$ cat src/rtl/cam_ctrl_pkg.sv
// Shared types for the CAM command scheduler.
// Opcode and FSM state encodings plus default geometry.
package cam_ctrl_pkg;

  localparam int DW_DEF    = 4;
  localparam int AW_DEF    = 3;
  localparam int CNT_W_DEF = 8;

  typedef enum logic [1:0] {
    OP_LOOKUP  = 2'b00,
    OP_REPLACE = 2'b01,
    OP_CLEAR   = 2'b10
  } op_t;

  typedef enum logic [2:0] {
    CLR,
    IDLE,
    LOOK,
    WR,
    RESP
  } state_t;

  // Raw opcode 11 is an alias of LOOKUP.
  function automatic op_t decode_op(input logic [1:0] raw);
    unique case (raw)
      2'b01:   decode_op = OP_REPLACE;
      2'b10:   decode_op = OP_CLEAR;
      default: decode_op = OP_LOOKUP;
    endcase
  endfunction

endpackage

$ cat src/rtl/rr_arb2.sv
// Two-way round-robin arbiter.
// Pointer remembers the last winner; reset favours requester 0.
module rr_arb2 (
  input  logic       clk,
  input  logic       init,
  input  logic [1:0] req,
  input  logic       take,
  output logic [1:0] gnt,
  output logic       last
);

  logic r_last;

  always_comb begin
    gnt = 2'b00;
    unique case (req)
      2'b01:   gnt = 2'b01;
      2'b10:   gnt = 2'b10;
      2'b11:   gnt = r_last ? 2'b01 : 2'b10;
      default: gnt = 2'b00;
    endcase
  end

  always_ff @(posedge clk or posedge init) begin
    if (init) begin
      r_last <= 1'b1;
    end else if (take && (gnt != 2'b00)) begin
      r_last <= gnt[1];
    end
  end

  assign last = r_last;

endmodule

$ cat src/rtl/cam_cmd_sched.sv
// Two-requester LOOKUP/REPLACE/CLEAR scheduler driving a CAM_File.
// One command in flight; response carries hit and min/max address.
module cam_cmd_sched
  import cam_ctrl_pkg::*;
#(
  parameter int DW    = DW_DEF,
  parameter int AW    = AW_DEF,
  parameter int CNT_W = CNT_W_DEF
) (
  input  logic                clk,
  input  logic                init,
  input  logic [1:0]          req_valid,
  output logic [1:0]          req_ready,
  input  logic [1:0][1:0]     req_op,
  input  logic [1:0][DW-1:0]  req_key,
  input  logic [1:0][DW-1:0]  req_new,
  output logic                rsp_valid,
  output logic                rsp_id,
  output logic                rsp_hit,
  output logic [AW-1:0]       rsp_min,
  output logic [AW-1:0]       rsp_max,
  output logic [CNT_W-1:0]    hit_cnt,
  output logic                busy,
  output logic                cam_init,
  output logic [DW-1:0]       cam_lookup,
  output logic                cam_setD,
  output logic [DW-1:0]       cam_newD,
  input  logic                cam_valid,
  input  logic [AW-1:0]       cam_min,
  input  logic [AW-1:0]       cam_max
);

  state_t           r_state;
  state_t           w_next;
  op_t              r_op;
  op_t              w_op_sel;
  logic [DW-1:0]    r_key;
  logic [DW-1:0]    r_new;
  logic             r_hit;
  logic [AW-1:0]    r_min;
  logic [AW-1:0]    r_max;
  logic [CNT_W-1:0] r_cnt;
  logic [1:0]       w_gnt;
  logic             w_last;
  logic             w_take;
  logic             w_acc;
  logic             w_resp;

  rr_arb2 u_arb (
    .clk  (clk),
    .init (init),
    .req  (req_valid),
    .take (w_take),
    .gnt  (w_gnt),
    .last (w_last)
  );

  assign w_take   = (r_state == IDLE);
  assign w_acc    = w_take && (w_gnt != 2'b00);
  assign w_op_sel = decode_op(req_op[w_gnt[1]]);
  assign w_resp   = (r_state == RESP);

  always_ff @(posedge clk or posedge init) begin
    if (init) begin
      r_state <= CLR;
    end else begin
      r_state <= w_next;
    end
  end

  always_comb begin
    w_next = r_state;
    unique case (r_state)
      CLR:  w_next = (r_op == OP_CLEAR) ? RESP : IDLE;
      IDLE: if (w_acc) w_next = (w_op_sel == OP_CLEAR) ? CLR : LOOK;
      LOOK: w_next = (r_op == OP_REPLACE && cam_valid) ? WR : RESP;
      WR:   w_next = RESP;
      RESP: w_next = IDLE;
      default: w_next = CLR;
    endcase
  end

  always_ff @(posedge clk or posedge init) begin
    if (init) begin
      r_op  <= OP_LOOKUP;
      r_key <= '0;
      r_new <= '0;
      r_hit <= 1'b0;
      r_min <= '0;
      r_max <= '0;
      r_cnt <= '0;
    end else begin
      if (w_acc) begin
        r_op <= w_op_sel;
        if (w_op_sel != OP_CLEAR) r_key <= req_key[w_gnt[1]];
        if (w_op_sel == OP_REPLACE) r_new <= req_new[w_gnt[1]];
      end
      // Miss addresses are forced to zero regardless of CAM output.
      if (r_state == LOOK) begin
        r_hit <= cam_valid;
        r_min <= cam_valid ? cam_min : '0;
        r_max <= cam_valid ? cam_max : '0;
      end
      if (r_state == CLR) begin
        r_hit <= 1'b0;
        r_min <= '0;
        r_max <= '0;
      end
      if (w_resp && r_hit && (r_cnt != '1)) begin
        r_cnt <= r_cnt + CNT_W'(1);
      end
    end
  end

  assign req_ready  = w_take ? w_gnt : 2'b00;
  assign busy       = (r_state != IDLE);
  assign cam_init   = (r_state == CLR);
  assign cam_setD   = (r_state == WR);
  assign cam_lookup = r_key;
  assign cam_newD   = r_new;
  assign rsp_valid  = w_resp;
  // Pointer holds the in-flight requester: no grant happens outside IDLE.
  assign rsp_id     = w_resp & w_last;
  assign rsp_hit    = w_resp & r_hit;
  assign rsp_min    = w_resp ? r_min : '0;
  assign rsp_max    = w_resp ? r_max : '0;
  assign hit_cnt    = r_cnt;

endmodule

$ cat config.mk
export PLATFORM = sky130hd
export DESIGN_NAME = cam_cmd_sched
export DESIGN_NICKNAME = d
export VERILOG_FILES = /design/src/rtl/cam_ctrl_pkg.sv /design/src/rtl/rr_arb2.sv /design/src/rtl/cam_cmd_sched.sv
export SDC_FILE = /design/constraint.sdc
export NUM_CORES = 1
export LEC_CHECK = 0
export BUFFER_PORTS_ARGS = -buffer_cell sky130_fd_sc_hd__buf_4
export CORE_ASPECT_RATIO = 0.5
export CORE_MARGIN = 10
export CORE_UTILIZATION = 51
export CTS_CLUSTER_DIAMETER = 60
export DETAILED_ROUTE_END_ITERATION = 16
export PLACE_DENSITY = 0.9
export RECOVER_POWER = 25
export SLEW_MARGIN = 20
export SYNTH_ARGS = -nofsm -noshare
export SYNTH_HDL_FRONTEND = slang
export SYNTH_HIERARCHICAL = 1
export SYNTH_SLANG_ARGS = --single-unit
$ cat constraint.sdc
create_clock -name clk -period 4.4 [get_ports clk]
set_input_delay 0.88 -clock clk [delete_from_list [all_inputs] [get_ports clk]]
set_output_delay 0.88 -clock clk [all_outputs]
set_load 0.02 [all_outputs]
==> metrics.md, run 1 <==
| Metric | Value |
|---|---|
| Count of cell types in the netlist | `40` |
| Most frequent cell after synthesis | `dfrtp_1` |
| Mux cell area share after synthesis | `roughly 15%` |
| Minimum clock period | `2.68 ns` |
| Area grow syn2layout | `36.9%` |
| Achievable frequency | `~370 MHz` |
| Detail Placement HPWL | `3010 µm` |
| Non-filler cells, final | `between 200 and 250` |
| Register area share after synthesis | `a little under half` |
| Adder-Cell Fraction of Synth Area | `0.822%` |
| CTS tree | `done` |
| Req. time, crit path | `3.52 ns` |
| Inst Count DP | `226` |
| Die H | `between 50 and 60 µm` |
| Initial Utilization | `between 50% and 60%` |
| Leak Pwr | `roughly 0.0010 µW` |
| Setup tns final | `0 ns` |
| Grt ovf | `0` |
| Worst-path clk slew | `roughly 0.06 ns` |
| Ant diodes | `0` |
| Largest cells by area after synthesis | `dfrtp_1, mux2_2, and2_1` |
| Crit-path max cell delay | `between 0.6 and 0.7 ns` |
| Net Count, Synth | `approximately 160` |
| Port Buffers | `60` |
| Mean Syn Cell Area | `11.5 µm²` |
| Startpoint Class | `flip-flop` |
| CTS resizes | `0` |
| Antenna violations before repair | `0` |
| Per-cell routed wire length | `between 15 and 20 µm` |
| Setup bufs post-CTS | `0` |
| Post-synthesis cell count | `132` |
| Residual DRC | `0` |
| Synth top area share | `46.1%` |
| CP top delay family | `simple AND/OR/NAND/NOR gates` |
| Mapped cell area | `about 1500 µm²` |
| FF+latch count, synth | `29` |
| CP Data Arrival Time | `1.80 ns` |
| First DRT Iteration DRCs | `39` |
| Hold Worst Slack | `~0.49 ns` |
| Die width | `a little under 100 µm` |
| Pre-CTS setup slack | `about 1.7 ns` |
| CP Capture Type | `output pin` |
| Yosys warns | `6` |
| Fill cell instance count of the final layout | `176` |
| Core ar. | `2720 µm²` |
| Setup Viol. Count Final | `0` |
| CTS Buffer Depth | `2` |
| Vias/cell | `5.36` |
| Worst Slack Setup Final | `about 1.7 ns` |
| I/O pin cnt | `~60` |
| RSZ-0062 raised after global routing | `no` |
| Vias | `around 1200` |
| Slowest CP cell | `nor3b_1` |
| Post-Synth XOR/XNOR Area | `1.73%` |
| Largest net degree at the start of global routing | `29` |
| Max Transition Viols Final | `0` |
| Synth top cells by count | `dfrtp_1, mux2_2, and2_1` |
| Num CTS Buffers | `5` |
| Post-synth EDFFs | `0` |
| Worst skew pair latency | `roughly 0.27 ns` |
| Skew final | `about 0.0047 ns` |
| Crit path max fanout | `11` |
| Buf/Inv on CP | `1` |
| Final WL | `~3900 µm` |
| Post-synthesis compound-gate area fraction | `between 10% and 20%` |
| Area of the die | `roughly 5700 µm²` |
| Slew of the pin with the lowest slew margin | `roughly 0.95 ns` |
| Pwr dens | `about 550 nW/µm²` |
| Final count of hold timing violations | `0` |
| Async SR Flop Fraction | `between 90% and 100%` |
| Rows | `13` |
| GRT Total Usage | `between 10% and 20%` |
| Synth Area in Simple Gates | `18.3%` |
| Hold_buf cts | `0` |
| H-tree levels | `2` |
| Final GP Congestion | `approximately 0.75` |
| Min-delay worst type | `reg2reg` |
| Root Buffer Master | `clkbuf_8` |
| Reported max-cap violation count | `0` |
| Layout cell share with drive strength beyond 1 | `50.5%` |
| Largest area contributor in the netlist | `dfrtp_1` |
| Combinational family with the most area after synthesis | `simple AND/OR/NAND/NOR gates` |
| Slew margin rel. | `between 30% and 40%` |
| Status | `completed` |
| Worst vdd ir | `slightly above 0.4 mV` |
| Vias in the first global route | `1246` |
| Crit Path Class | `reg2out` |
| Final Net Count | `228` |
| Antenna Nets Post-Route | `0` |
| First-pass GRT wire length | `around 6200 µm` |
| Final Cycle Share | `between 60% and 70%` |
| Clock sink count | `29` |
| Worst path cell trace | `nor3b_1 > and2_1 > buf_4` |
| Router iterations before antenna repair | `4` |
| Ys flop type | `dfrtp_1` |
==> power breakdown <==
| part | switching (µW) | internal (µW) | total (µW) |
|---|---|---|---|
| logic | 268 | 241 | 509 |
| clock network | 89.7 | 124 | 213 |
| registers | 75.8 | 358 | 433 |
| total | 434 | 722 | 1160 |
==> per-stage QoR <==
| stage | power, µW | area, µm² | utilization [%] |
|---|---|---|---|
| 2_1_floorplan | 757 | 1520 | - |
| 3_3_place_gp | 935 | 2010 | 73.9 |
| 3_5_place_dp | 952 | 2010 | 73.9 |
| 4_1_cts | 1180 | 2090 | 77.1 |
| 5_1_grt | 1220 | 2080 | 76.7 |
| 6_report | 1160 | 2080 | 76.7 |
==> worst reg2reg max path: cells and delay by family, from the launching register on <==
family / cells / cell delay [ns]
flops: 1 / 0.56
simple gates: 1 / 0.53
compound gates: 2 / 0.48
buf+inv: 1 / 0.20
mux: 1 / 0.38
==> worst paths after layout <==
kind / from / to / slack (ns) / cells past startpoint
setup / recovery: r_state[1] / rsp_min[1] / 1.72 / 3
hold / removal: r_hit / r_hit / 0.49 / 1
setup reg to reg: u_arb/last / cam_newD[0] / 2.13 / 5
hold reg to reg: r_hit / r_hit / 0.49 / 1
max in group asynchronous: init / cam_lookup[3] / 3.24 / 2
min in group asynchronous: init / u_arb/last / 0.61 / 2
==> logic make-up after synthesis <==
logic type | after synthesis
AND/OR/NAND/NOR | 41
XOR/XNOR | 3
buffers and inverters | 11
adder cells (fa/ha/maj) | 1
flip-flops | 29
AO/OA/AOI/OAI | 27
multiplexers | 20
==> final cells by class <==
cell class	instances	area [µm²]	share of cell area, %
Tap cell	37	46.3	2.22
Inverter	7	26.3	1.26
Timing Repair Buffer	61	458	22.0
Clock buffer	7	86.3	4.14
Sequential cell	29	727	34.9
Multi-Input combinational cell	92	739	35.5
==> registers in the layout, indices dropped and copies added, names as in the netlist <==
name        flops
r_hit           1
r_op            2
hit_cnt         8
cam_newD        4
cam_lookup      4
r_max           3
r_state         3
u_arb/last      1
r_min           3
==> cell usage in the layout (no fill, tap or decap), types with 2 or more instances in the layout <==
cell type,n
nand3_1,3
inv_1,5
xnor2_1,3
buf_4,60
clkbuf_8,6
a21o_1,2
a21oi_1,3
a31oi_1,2
o21ai_0,5
nand2_1,3
mux2_2,20
and2_1,10
nand4_1,4
a22o_1,6
and2_2,2
dfrtp_1,28
nor3b_1,3
nor2_1,7
==> routing by layer <==
metal  part of all wire [%]  wire, µm  global-route usage [%]
met4                    1.5        58                    5.76
met3                    4.3       171                    3.96
met5                      0         0                       0
met2                     54      2140                    25.1
met1                     40      1560                    13.4
Power figures use the tool's default switching activity.
==> run 2, diff against run 1 <==
--- a/config.mk
+++ b/config.mk
@@ -5,13 +5,14 @@
 export SDC_FILE = /design/constraint.sdc
 export NUM_CORES = 1
 export LEC_CHECK = 0
+export ABC_AREA = 1
 export BUFFER_PORTS_ARGS = -buffer_cell sky130_fd_sc_hd__buf_4
 export CORE_ASPECT_RATIO = 0.5
 export CORE_MARGIN = 10
-export CORE_UTILIZATION = 51
+export CORE_UTILIZATION = 48
 export CTS_CLUSTER_DIAMETER = 60
 export DETAILED_ROUTE_END_ITERATION = 16
-export PLACE_DENSITY = 0.9
+export PLACE_DENSITY = 0.85
 export RECOVER_POWER = 25
 export SLEW_MARGIN = 20
 export SYNTH_ARGS = -nofsm -noshare
==> constraint.sdc (replaced) <==
create_clock -name clk -period 2.77 [get_ports clk]
set_input_delay 0.554 -clock clk [delete_from_list [all_inputs] [get_ports clk]]
set_output_delay 0.554 -clock clk [all_outputs]
set_load 0.02 [all_outputs]
==> metrics.md, run 2 <==
| Metric | Value |
|---|---|
| Status | `completed` |
| Antenna Nets Post-Route | `0 (unchanged)` |
| Post-synth EDFFs | `0 (unchanged)` |
| Core ar. | `3080 µm² (+13%)` |
| Reg-to-reg startpoint | `u_arb/last` |
| Largest register FFs | `8 (unchanged)` |
| Worst R2R Setup Slack | `1.05 ns (-1.08 ns)` |
| Area of the die | `6170 µm² (+8.2%)` |
| Synth top area share | `44.0% (-2.1 points)` |
| Ys flop type | `dfrtp_1` |
| Pwr Total | `1830 µW (+59%)` |
| RR Endpoint | `r_op[0]` |
| Multi-input logic area | `732 µm² (-1.0%)` |
| Final count of hold timing violations | `0 (unchanged)` |
| Layout cell share with drive strength beyond 1 | `26.5% (-24 points)` |
| Clk network pwr share | `20.9% (+2.4 points)` |
| Slew of the pin with the lowest slew margin | `0.981 ns (+0.0333 ns)` |
| Worst-path clk slew | `0.06 ns (about the same)` |
| Antenna violations before repair | `0 (unchanged)` |
| First DRT Iteration DRCs | `56 (+44%)` |
| Die width | `101 µm (+4.4%)` |
| Hold_buf cts | `0 (unchanged)` |
| Grt ovf | `0 (unchanged)` |
| First-pass GRT wire length | `7100 µm (+15%)` |
| Setup Viol. Count Final | `0 (unchanged)` |
| Yosys warns | `6 (unchanged)` |
| Most frequent cell after synthesis | `nand2_1` |
| Worst vdd ir | `0.395 mV (-4.5%)` |
| Path depth of the worst reg2reg path | `8 (+3)` |
| Skew final | `0.00258 ns (-0.00215 ns)` |
| Initial Utilization | `51.7% (-4.3 points)` |
| Reg power frac | `36.7% (-0.8 points)` |
| Achievable frequency | `roughly 470 MHz` |
| Gate power share | `42.4% (-1.6 points)` |
| Largest area contributor in the netlist | `dfrtp_1` |
| Fill cell instance count of the final layout | `244 (+39%)` |
| Crit path max fanout | `12 (+1)` |
| Pwr dens | `845 nW/µm² (+52%)` |
| Crit Path Class | `reg2out` |
| Vias/cell | `4.82 (-10%)` |
| Final Cycle Share | `77.2%` |
| Setup bufs post-CTS | `0 (unchanged)` |
| Mean Syn Cell Area | `7.08 µm² (-39%)` |
| Net Count, Synth | `257 (+57%)` |
| CTS resizes | `0 (unchanged)` |
| Largest cells by area after synthesis | `dfrtp_1, nand2_1, nand3_1` |
| Root Buffer Master | `clkbuf_8` |
| CTS Buffer Depth | `2 (unchanged)` |
| Per-cell routed wire length | `12.9 µm (-23%)` |
| CP Data Arrival Time | `1.59 ns (-0.21 ns)` |
| Port Buffers | `60 (unchanged)` |
| CTS tree | `done` |
| Setup tns final | `0 ns (unchanged)` |
| Non-filler cells, final | `331 (+42%)` |
| Slew margin rel. | `34.6% (-1.8 points)` |
| H-tree levels | `2 (unchanged)` |
| Req. time, crit path | `2.22 ns (-1.30 ns)` |
| Fin util | `70.4% (-6.3 points)` |
| Startpoint Class | `flip-flop` |
| Final GP Congestion | `0.770 (+2.1%)` |
| Async SR Flop Fraction | `100% (unchanged)` |
| Area grow syn2layout | `36.1%` |
| Router iterations before antenna repair | `5 (+1)` |
| Register area share after synthesis | `45.6% (-2.2 points)` |
| Vias | `1595 (+28%)` |
| I/O pin cnt | `61 (unchanged)` |
| CP Capture Type | `output pin` |
| Mapped cell area | `1590 µm² (+4.8%)` |
| Num CTS Buffers | `5 (unchanged)` |
| Most frequent cells in the layout | `nand2_1, buf_4, dfrtp_1, inv_1, nand3_1` |
| Cell-internal power | `1080 µW (+50%)` |
| Sw Ratio | `41.0% (+3.4 points)` |
| Ant diodes | `0 (unchanged)` |
| RSZ-0062 raised after global routing | `no` |
| Worst skew pair latency | `0.28 ns (about the same)` |
| Die H | `60.8 µm (+3.6%)` |
| Final WL | `4280 µm (+8.8%)` |
| Register area | `727 µm² (unchanged)` |
| Residual DRC | `0 (unchanged)` |
| Commonest non-fill, non-tap cell in the layout | `nand2_1` |
| Min-delay worst type | `in2async` |
| Inst Count DP | `323 (+43%)` |
| Rows | `14 (+1)` |
| Max Transition Viols Final | `0 (unchanged)` |
| Final Net Count | `322 (+41%)` |
| Post-synthesis cell count | `225 (+70%)` |
| GRT Total Usage | `14.2% (+1.1 points)` |
| Leak Pwr | `0.00122 µW (+19%)` |
| Clock sink count | `29 (unchanged)` |
| Vias in the first global route | `1626 (+30%)` |
| Detail Placement HPWL | `3240 µm (+7.9%)` |
| FF+latch count, synth | `29 (unchanged)` |
| Reported max-cap violation count | `0 (unchanged)` |
| Largest net degree at the start of global routing | `19 (-34%)` |
| Synth top cells by count | `nand2_1, dfrtp_1, inv_1` |
| Switching power total | `751 µW (+73%)` |
| Minimum clock period | `2.14 ns` |
| Count of cell types in the netlist | `23 (-43%)` |
## run 2: cell type report
cell class	instances	share of cell area (%)
Tap cell	40	2.31
Multi-Input combinational cell	165	33.7
Timing Repair Buffer	62	21.1
Inverter	27	4.67
Clock buffer	7	4.44
Sequential cell	29	33.5
Clock inverter	1	0.231
## run 2: worst max-delay path, cell delays in order (launching register included)
cell,delay [ns]
dfstp_2,0.56
a21boi_0,0.09
buf_4,0.18
inv_1,0.23
nor2_1,0.09
buf_4,0.16
## run 2: how the worst max path moves through the flow
stage,start,end,slack (ns)
3_5_place_dp,req_valid[0],req_ready[1],0.73
6_report,u_arb/last,req_ready[1],0.63
2_1_floorplan,req_valid[1],req_ready[1],0.87
5_1_grt,u_arb/last,req_ready[1],0.54
4_1_cts,u_arb/last,req_ready[1],0.62
3_3_place_gp,req_valid[0],req_ready[1],0.75
## run 2: layer usage
layer,part of all wire [%],GRT usage (%),vias up,wire length [µm]
met4,1.4,5.33,0,59
met2,49,25.7,43,2110
li1,-,-,819,-
met5,0,0,-,0
met3,6.2,4.88,7,267
met1,43,15.5,726,1840
## run 2: kinds of logic after synthesis
kind of cell	after synthesis	synth area share, %
flops	29	45.6
simple gates	146	38.1
compound gates	15	5.34
buf+inv	31	8.48
fa+ha+maj	1	0.785
xor+xnor	3	1.65
## run 2: metrics by stage
step / cell area, µm² / setup WS, ns / hold WS (ns)
6_report: 2170 / 0.631 / 0.237
5_1_grt: 2170 / 0.536 / 0.270
3_5_place_dp: 2080 / 0.726 / 0.460
2_1_floorplan: 1590 / 0.866 / 0.444
4_1_cts: 2180 / 0.621 / 0.271
3_3_place_gp: 2080 / 0.754 / 0.460
## run 2: power by group through the flow
stage,clock network (µW),logic [µW],registers [µW]
after global placement,0,753,669
after floorplan,0,411,742
after detailed placement,0,780,676
after CTS,387,790,673
final,382,778,673
after global routing,406,873,692
